**src/rtl/dram_result_streamer_pkg.sv**
```systemverilog
// Shared constants for the result-dump path: default widths, standard result window, FSM encodings.
// Latency: n/a (constants only).
// Backpressure: n/a.
package dram_result_streamer_pkg;

    localparam int DEF_ADDR_W = 16;
    localparam int DEF_DATA_W = 8;
    localparam int DEF_CNT_W  = 8;

    localparam logic [15:0] RESULT_BASE  = 16'h0024;
    localparam int          RESULT_COUNT = 18;

    localparam logic [2:0] ST_IDLE  = 3'd0;
    localparam logic [2:0] ST_ISSUE = 3'd1;
    localparam logic [2:0] ST_WAIT  = 3'd2;
    localparam logic [2:0] ST_HOLD  = 3'd3;
    localparam logic [2:0] ST_DONE  = 3'd4;

endpackage

```
**src/rtl/dram_result_streamer_start_edge_arbiter.sv**
```systemverilog
// Turns a start level into a one-cycle go pulse, deferring it while the matrix core owns the RAM.
// Latency: go in the same cycle as the rising edge (or the first cycle core_busy is low).
// Backpressure: edges while a dump is running are dropped; one edge is remembered while the core is busy.
module start_edge_arbiter (
    input  logic clk_i,
    input  logic rst_i,
    input  logic start_i,
    input  logic core_busy_i,
    input  logic busy_i,
    output logic go_o
);

    logic start_q;
    logic pend_q;
    logic pend_d;
    logic rise;

    assign rise = start_i & ~start_q & ~busy_i;
    assign go_o = (rise | pend_q) & ~core_busy_i;

    always_comb begin
        pend_d = pend_q;
        if (go_o) begin
            pend_d = 1'b0;
        end else if (rise) begin
            pend_d = 1'b1;
        end
    end

    always_ff @(posedge clk_i or posedge rst_i) begin
        if (rst_i) begin
            start_q <= 1'b0;
            pend_q  <= 1'b0;
        end else begin
            start_q <= start_i;
            pend_q  <= pend_d;
        end
    end

endmodule

```
**src/rtl/dram_result_streamer.sv**
```systemverilog
// Reads a window of result bytes from the shared data RAM and streams them out with a running checksum.
// Latency: one byte per RD_LAT+2 cycles with ready held high; read issued the cycle after go.
// Backpressure: a presented byte holds until ready; the next RAM read waits for the handshake.
module dram_result_streamer
    import dram_result_streamer_pkg::*;
#(
    parameter int ADDR_W = DEF_ADDR_W,
    parameter int DATA_W = DEF_DATA_W,
    parameter int CNT_W  = DEF_CNT_W,
    parameter int RD_LAT = 1
) (
    input  logic              i_clk,
    input  logic              i_rst,
    input  logic              i_start,
    input  logic              i_core_busy,
    input  logic [ADDR_W-1:0] i_base_addr,
    input  logic [CNT_W-1:0]  i_count,
    output logic              o_busy,
    output logic              o_done,
    output logic              o_dram_read,
    output logic [ADDR_W-1:0] o_dram_addr,
    input  logic [DATA_W-1:0] i_dram_data,
    output logic [DATA_W-1:0] o_data,
    output logic              o_valid,
    input  logic              i_ready,
    output logic [7:0]        o_checksum
);

    localparam logic [CNT_W-1:0] CNT_ONE  = CNT_W'(1);
    localparam logic [1:0]       LAT_LAST = 2'(RD_LAT - 1);

    logic [2:0]        state_q, state_d;
    logic [ADDR_W-1:0] base_q,  base_d;
    logic [CNT_W-1:0]  cnt_q,   cnt_d;
    logic [CNT_W-1:0]  idx_q,   idx_d;
    logic [1:0]        lat_q,   lat_d;
    logic [ADDR_W-1:0] addr_q,  addr_d;
    logic [DATA_W-1:0] data_q,  data_d;
    logic              vld_q,   vld_d;
    logic [7:0]        chk_q,   chk_d;
    logic [CNT_W-1:0]  idx_next;
    logic              go;

    start_edge_arbiter u_arb (
        .clk_i       (i_clk),
        .rst_i       (i_rst),
        .start_i     (i_start),
        .core_busy_i (i_core_busy),
        .busy_i      (o_busy),
        .go_o        (go)
    );

    assign idx_next = idx_q + CNT_ONE;

    always_comb begin
        state_d = state_q;
        base_d  = base_q;
        cnt_d   = cnt_q;
        idx_d   = idx_q;
        lat_d   = lat_q;
        addr_d  = addr_q;
        data_d  = data_q;
        vld_d   = vld_q;
        chk_d   = chk_q;
        case (state_q)
            ST_IDLE: begin
                if (go) begin
                    base_d = i_base_addr;
                    cnt_d  = i_count;
                    idx_d  = '0;
                    chk_d  = 8'h00;
                    if (i_count == '0) begin
                        state_d = ST_DONE;
                    end else begin
                        addr_d  = i_base_addr;
                        state_d = ST_ISSUE;
                    end
                end
            end
            ST_ISSUE: begin
                lat_d   = 2'd0;
                state_d = ST_WAIT;
            end
            ST_WAIT: begin
                if (lat_q == LAT_LAST) begin
                    data_d  = i_dram_data;
                    vld_d   = 1'b1;
                    state_d = ST_HOLD;
                end else begin
                    lat_d = lat_q + 2'd1;
                end
            end
            ST_HOLD: begin
                if (i_ready) begin
                    vld_d = 1'b0;
                    chk_d = chk_q + 8'(data_q);
                    idx_d = idx_next;
                    if (idx_q == cnt_q - CNT_ONE) begin
                        state_d = ST_DONE;
                    end else begin
                        // Address wraps naturally at the top of the RAM.
                        addr_d  = base_q + ADDR_W'(idx_next);
                        state_d = ST_ISSUE;
                    end
                end
            end
            ST_DONE: begin
                state_d = ST_IDLE;
            end
            default: begin
                state_d = ST_IDLE;
            end
        endcase
    end

    always_ff @(posedge i_clk or posedge i_rst) begin
        if (i_rst) begin
            state_q <= ST_IDLE;
            base_q  <= '0;
            cnt_q   <= '0;
            idx_q   <= '0;
            lat_q   <= 2'd0;
            addr_q  <= '0;
            data_q  <= '0;
            vld_q   <= 1'b0;
            chk_q   <= 8'h00;
        end else begin
            state_q <= state_d;
            base_q  <= base_d;
            cnt_q   <= cnt_d;
            idx_q   <= idx_d;
            lat_q   <= lat_d;
            addr_q  <= addr_d;
            data_q  <= data_d;
            vld_q   <= vld_d;
            chk_q   <= chk_d;
        end
    end

    assign o_busy      = (state_q != ST_IDLE);
    assign o_done      = (state_q == ST_DONE);
    assign o_dram_read = (state_q == ST_ISSUE);
    assign o_dram_addr = addr_q;
    assign o_data      = data_q;
    assign o_valid     = vld_q;
    assign o_checksum  = chk_q;

endmodule

```
**config.mk**
```make
export PLATFORM = sky130hd
export DESIGN_NAME = dram_result_streamer
export DESIGN_NICKNAME = d
export VERILOG_FILES = /design/src/rtl/dram_result_streamer_pkg.sv /design/src/rtl/dram_result_streamer_start_edge_arbiter.sv /design/src/rtl/dram_result_streamer.sv
export SDC_FILE = /design/constraint.sdc
export NUM_CORES = 1
export LEC_CHECK = 0
export ABC_AREA = 1
export CAP_MARGIN = 20
export CELL_PAD_IN_SITES_DETAIL_PLACEMENT = 2
export CELL_PAD_IN_SITES_GLOBAL_PLACEMENT = 2
export CORE_MARGIN = 10
export CORE_UTILIZATION = 33
export CTS_CLUSTER_SIZE = 25
export DETAILED_ROUTE_END_ITERATION = 8
export MAX_ROUTING_LAYER = met4
export PLACE_DENSITY = 0.92
export SKIP_LAST_GASP = 1
export SYNTH_ARGS = -nofsm -noshare
export SYNTH_HDL_FRONTEND = slang
export SYNTH_SLANG_ARGS = --single-unit
export TNS_END_PERCENT = 10
```
**constraint.sdc**
```tcl
create_clock -name i_clk -period 3.6 [get_ports i_clk]
set_input_delay 0.54 -clock i_clk [delete_from_list [all_inputs] [get_ports i_clk]]
set_output_delay 0.54 -clock i_clk [all_outputs]
set_load 0.005 [all_outputs]
```
==> results of run 1 <==
-- registers in the layout, summed over array words and instances, names as in the netlist --
name / flops
base_q: 16
o_dram_addr: 16
cnt_q: 8
idx_q: 8
o_checksum: 8
o_data: 8
state_q: 3
lat_q: 2
o_valid: 1
u_arb.pend_q: 1
u_arb.start_q: 1
-- area by class of cell --
cell class              count  area (µm²)
clock inverters             5       33.78
clock buffers              10       239.0
fillers                  1549        7606
multi-input cells         425        2272
flip-flops and latches     72        1802
well taps                 176       220.2
repair buffers             76       750.7
inverters                  85       319.1
-- logic make-up (layout without fill, tap and decap cells) --
| family | after synthesis | in the layout | share of synthesized area [%] |
|---|---|---|---|
| AO/OA/AOI/OAI | 65 | 65 | 7.837 |
| XOR/XNOR | 16 | 16 | 3.146 |
| adder cells (fa/ha/maj) | 21 | 21 | 6.236 |
| buffers and inverters | 98 | 176 | 8.539 |
| flip-flops | 72 | 72 | 40.45 |
| multiplexers | 12 | 12 | 3.034 |
| AND/OR/NAND/NOR | 311 | 311 | 30.76 |
-- Yosys cell counts (4+ instances only) --
| library cell | count | area, µm² |
|---|---|---|
| inv_2 | 5 | 18.77 |
| xor2_1 | 13 | 113.9 |
| dfrtp_1 | 72 | 1802 |
| nand3_1 | 38 | 190.2 |
| o22ai_1 | 4 | 25.02 |
| mux2_2 | 12 | 135.1 |
| buf_2 | 4 | 20.02 |
| nand2_1 | 192 | 720.7 |
| inv_1 | 80 | 300.3 |
| nor3_1 | 8 | 40.04 |
| o21ai_0 | 36 | 180.2 |
| nand4_1 | 21 | 131.4 |
| nor2_1 | 37 | 138.9 |
| clkbuf_1 | 7 | 26.28 |
| ha_1 | 19 | 237.7 |
| a21oi_1 | 20 | 100.1 |
-- power groups by stage --
stage	sequential, mW	combinational [mW]	clock [mW]
floorplan	1.43	1.54	0
global placement	1.49	2.32	0
detailed placement	1.53	2.55	0
CTS	1.53	2.64	0.875
global route	1.57	2.93	0.909
finish	1.52	2.60	0.863
-- metal layers --
metal	up-vias	wire length [µm]	GRT usage, %
met3	43	592	4.354
met4	0	756	10.53
met5	-	0	-
met1	2206	6614	19.42
li1	2052	-	-
met2	102	9142	36.47
-- path summary, 6_finish.rpt --
kind / to / from / cells after the start / slack [ps]
max in group asynchronous: base_q[9]$_DFFE_PP0P_ / i_rst / 3 / 2150
min reg2reg: o_dram_addr[9]$_DFFE_PP0P_ / o_dram_addr[9]$_DFFE_PP0P_ / 2 / 480
max reg2reg: o_dram_addr[15]$_DFFE_PP0P_ / idx_q[0]$_DFFE_PP0P_ / 17 / 600
min in group asynchronous: o_data[6]$_DFFE_PP0P_ / i_rst / 3 / 810
min: o_dram_addr[9]$_DFFE_PP0P_ / o_dram_addr[9]$_DFFE_PP0P_ / 2 / 480
max: o_dram_addr[15]$_DFFE_PP0P_ / idx_q[0]$_DFFE_PP0P_ / 17 / 600
-- critical path, delay by kind of cell (launching register included) --
family                   cells  cell delay, ps
AND/OR/NAND/NOR             13            1700
adder cells (fa/ha/maj)      1             350
flip-flops                   1             390
buffers and inverters        2             200
XOR/XNOR                     1             220
==> flow_summary.ini, run 1 <==
[drt]
num_vias = 4403
wl_um = 17110
firstDrtPassIters = 4
drt_first_iter_violations = 146
wl_per_cell_um = 20.15
drc = 0
vias_per_cell = 5.186
antenna_left = 0

[power_and_ir_drop]
p_comb_share_pct = 52.2
ir_drop_mv = 0.3749
p_leak_nw = 2.821
power_density_nw_per_um2 = 884.9
p_int_mw = 2.716
power_switching_mw = 2.271
clockPowerShare_pct = 17.3
finalPower_mw = 4.988
power_frac_seq_pct = 30.5
p_sw_share_pct = 45.54

[floorplan]
die_y_um = 136.2
dieArea_um2 = 18550
rows = 42
start_util_pct = 33.64
ios = 73
die_w_um = 136.2
coreArea_um2 = 13240

[clocking]
post-cts-setup-buffer-count = 0
ctsRootBufferMaster = clkbuf_16
clkLatencyLatePin_ps = 360
cts_tree = built
ctsResizeCount = 0
htree_levels = 3
cts.clk_slew.worst_paths_ps = 60
clock_path_buffers = 2
clock_sinks = 72
ctsHoldBuffers = 0
cts_buffers = 9

[timing]
fin_ws_ps = 595.8
setup_tns_ps = 0
rsz0062_at_grt = false
drv_slew = 0
whs_ps = 481.7
hold_viol_final = 0
final-setup-viol-count = 0
clock.fmax_mhz = 332.9
min_period_ps = 3004
clock_skew_ps = 7.473
final.period_utilization_pct = 83.45
worst_pin_slew_ps = 971.7
slew_headroom_pct = 35.22

[finish]
final_common_cell = nand2_1
n_antenna_cell = 0
fin_util_pct = 42.56
final_cell_count_no_fill = 849
fin_nets = 727
syn2layout_area_growth_pct = 26.55
design_area_um2 = 5637
final_cell_mix = 192 x nand2_1, 79 x inv_1, 72 x dfrtp_1, 72 x clkdlybuf4s50_1, 38 x nand3_1
drive_gt1_share_pct = 7.281

[synthesis]
synth_seq_cells = 72
async_reset_ff_share_pct = 100.0
syn_inst = 595
ys_seq_area_share_pct = 40.45
synthFlopType = dfrtp_1
ys_warn_count = 0
syn_nets = 653
synth-edff-count = 0
syn_area_per_cell_um2 = 7.486
synthDistinctLibCells = 34
syn_area_um2 = 4454

[place]
port_buffers = 72
hpwlAfterDp_um = 12810
numPlacedInstances = 834
dpl_cell_area_um2 = 5364
routabilityCongestion = 0.8716
post-place-ws_ps = 650.6

[critical_path]
path_common_cell = nand2_1
worst_ep_arrival_time_ps = 3240
critPathMaxStageDelay_ps = 390
crit_slowest_cell = dfrtp_1
cp-start-kind = flop
end_kind = flop
path_max_fanout = 5
crit_type = flop to flop
cp_cell_sequence = inv_1 > nor3_1 > nand3_1 > xor2_1 > inv_1 > ha_1 > nand2_1 > nor2_1 > nand3_1 > nand2_1 > nand2_1 > nand2_1 > nand2_1 > nand3_1 > nand2_1 > nand4_1 > nand2_1
required_ps = 3840

[grt]
grt_max_degree = 73
grt_overflow = 0
antenna_found_initial = 0
grt_use_total_pct = 20.00
grt_pass1_vias = 5287
grt_pass1_wl_um = 28170

[run_status]
status = finished clean

[hold_path]
min_path_type = flop to flop

[flow_run]
drv_cap = 0
Power figures use the tool's default switching activity.
==> inputs of run 2 (changes only) <==
Settings changed: CORE_UTILIZATION 33 to 31, PLACE_DENSITY 0.92 to 0.88.
Clock period 3.6 ns to 2.9 ns, I/O delays scaled along.
==> flow_summary.ini, run 2 (synthesized netlist as in run 1, its figures left out) <==
[power_and_ir_drop]
p_leak_nw = 2.874
finalPower_mw = 6.205
power_switching_mw = 2.688
ir_drop_mv = 0.5011
p_int_mw = 3.518
p_sw_share_pct = 43.31
power_frac_seq_pct = 30.3
p_comb_share_pct = 50.8
clockPowerShare_pct = 19.0
power_density_nw_per_um2 = 1076

[finish]
fin_nets = 733
design_area_um2 = 5767
n_antenna_cell = 0
drive_gt1_share_pct = 8.971
final_cell_mix = 191 x nand2_1, 79 x inv_1, 72 x dfrtp_1, 72 x clkdlybuf4s50_1, 38 x nand3_1
final_common_cell = nand2_1
syn2layout_area_growth_pct = 29.47

[grt]
antenna_found_initial = 0
grt_pass1_wl_um = 26100
grt_use_total_pct = 16.84
grt_pass1_vias = 4904
grt_max_degree = 48
grt_overflow = 0

[critical_path]
r2r_start = idx_q[2]$_DFFE_PP0P_
crit_family = simple AND/OR/NAND/NOR gates
r2r_setup_slack_ps = 150
end_kind = flop
worst_r2r_path_depth = 19
cp-start-kind = flop
crit_slowest_cell = dfrtp_1
critPathBufInv = 3
critPathMaxStageDelay_ps = 390
crit_type = flop to flop
path_max_fanout = 4
reg2reg_to = o_dram_addr[13]$_DFFE_PP0P_
path_common_cell = nand2_1
required_ps = 3130
worst_ep_arrival_time_ps = 2990
cp_cell_sequence = inv_1 > nor3_2 > nand3_1 > nor2_1 > nand2_1 > xor2_2 > inv_1 > ha_4 > nand2_1 > nor2_2 > inv_1 > nor2_1 > nand2_1 > nand2_1 > nand2_1 > nand3_1 > nand2_1 > nand4_1 > nand2_1

[clocking]
cts_tree = built
htree_levels = 3
ctsRootBufferMaster = clkbuf_16
cts_buffers = 9
cts.clk_slew.worst_paths_ps = 60
clkLatencyLatePin_ps = 350
clock_path_buffers = 2
clock_sinks = 72

[timing]
slew_headroom_pct = 59.65
min_period_ps = 2754
drv_slew = 0
clock_skew_ps = 6.993
final-setup-viol-count = 0
worst_pin_slew_ps = 598.9
hold_viol_final = 0
clock.fmax_mhz = 363.1
final.period_utilization_pct = 94.97
rsz0062_at_grt = true

[drt]
num_vias = 4296
wl_um = 15880
drt_first_iter_violations = 135
antenna_left = 0
drc = 0
wl_per_cell_um = 18.46
firstDrtPassIters = 4
vias_per_cell = 4.995

[floorplan]
coreArea_um2 = 13990
dieArea_um2 = 19560
die_w_um = 139.9
ios = 73
rows = 43
die_y_um = 139.9
start_util_pct = 31.84

[flow_run]
drv_cap = 0

[place]
port_buffers = 72
hpwlAfterDp_um = 12260
dpl_cell_area_um2 = 5404
routabilityCongestion = 0.8505

[hold_path]
min_path_type = input pin to async pin

[run_status]
status = finished clean
run 2: power groups by stage:
stage	logic [mW]	registers [mW]	clock network, mW
after CTS	3.18	1.88	1.23
after detailed placement	3.11	1.89	0
after global routing	3.59	1.95	1.27
after global placement	2.89	1.85	0
final	3.15	1.88	1.18
after floorplan	1.91	1.78	0
run 2: layout make-up:
type	count	area [µm²]
timing repair buffer	82	808.3
tap	180	225.2
multi-input combinational	425	2305
sequential	72	1802
inverter	85	319.1
clock inverter	4	51.30
clock buffer	12	256.5
fill	1643	8222
run 2: metrics by stage:
step                      hold slack (ps)  utilization (%)  setup WS [ps]  std cells  setup TNS, ps
after floorplan                     459.4                -          526.2        595              0
after global placement              459.0            38.63          192.9        841              0
after detailed placement            463.1            38.63         -8.261        841         -8.261
after CTS                           477.5            40.87          26.37        857              0
after global routing                505.6            41.23         -87.13        860         -339.1
final                               473.7            41.23          145.8        860              0
run 2: worst max-delay path by stage:
stage                               startpoint                     endpoint  cells past startpoint
after floorplan           idx_q[0]$_DFFE_PP0P_  o_dram_addr[13]$_DFFE_PP0P_                     19
after global placement    idx_q[0]$_DFFE_PP0P_   o_dram_addr[9]$_DFFE_PP0P_                     17
after detailed placement  idx_q[0]$_DFFE_PP0P_  o_dram_addr[13]$_DFFE_PP0P_                     19
after CTS                 idx_q[0]$_DFFE_PP0P_  o_dram_addr[13]$_DFFE_PP0P_                     19
after global routing      idx_q[2]$_DFFE_PP0P_  o_dram_addr[10]$_DFFE_PP0P_                     20
final                     idx_q[2]$_DFFE_PP0P_  o_dram_addr[13]$_DFFE_PP0P_                     19
run 2: routing by layer:
layer | GRT usage (%) | up-vias | wire length [µm]
met1 | 17.56 | 2128 | 6452
met5 | - | - | 0
li1 | - | 2065 | -
met2 | 30.09 | 80 | 8398
met4 | 5.217 | 0 | 391
met3 | 4.695 | 23 | 637
run 2: timing repair:
item                                    4_1_cts  5_1_grt
endpoints found under the setup margin        2        9
buffers inserted                              0        3
pin swaps                                     0        1
hold buffers                                  0        0
resized for setup                             1        5
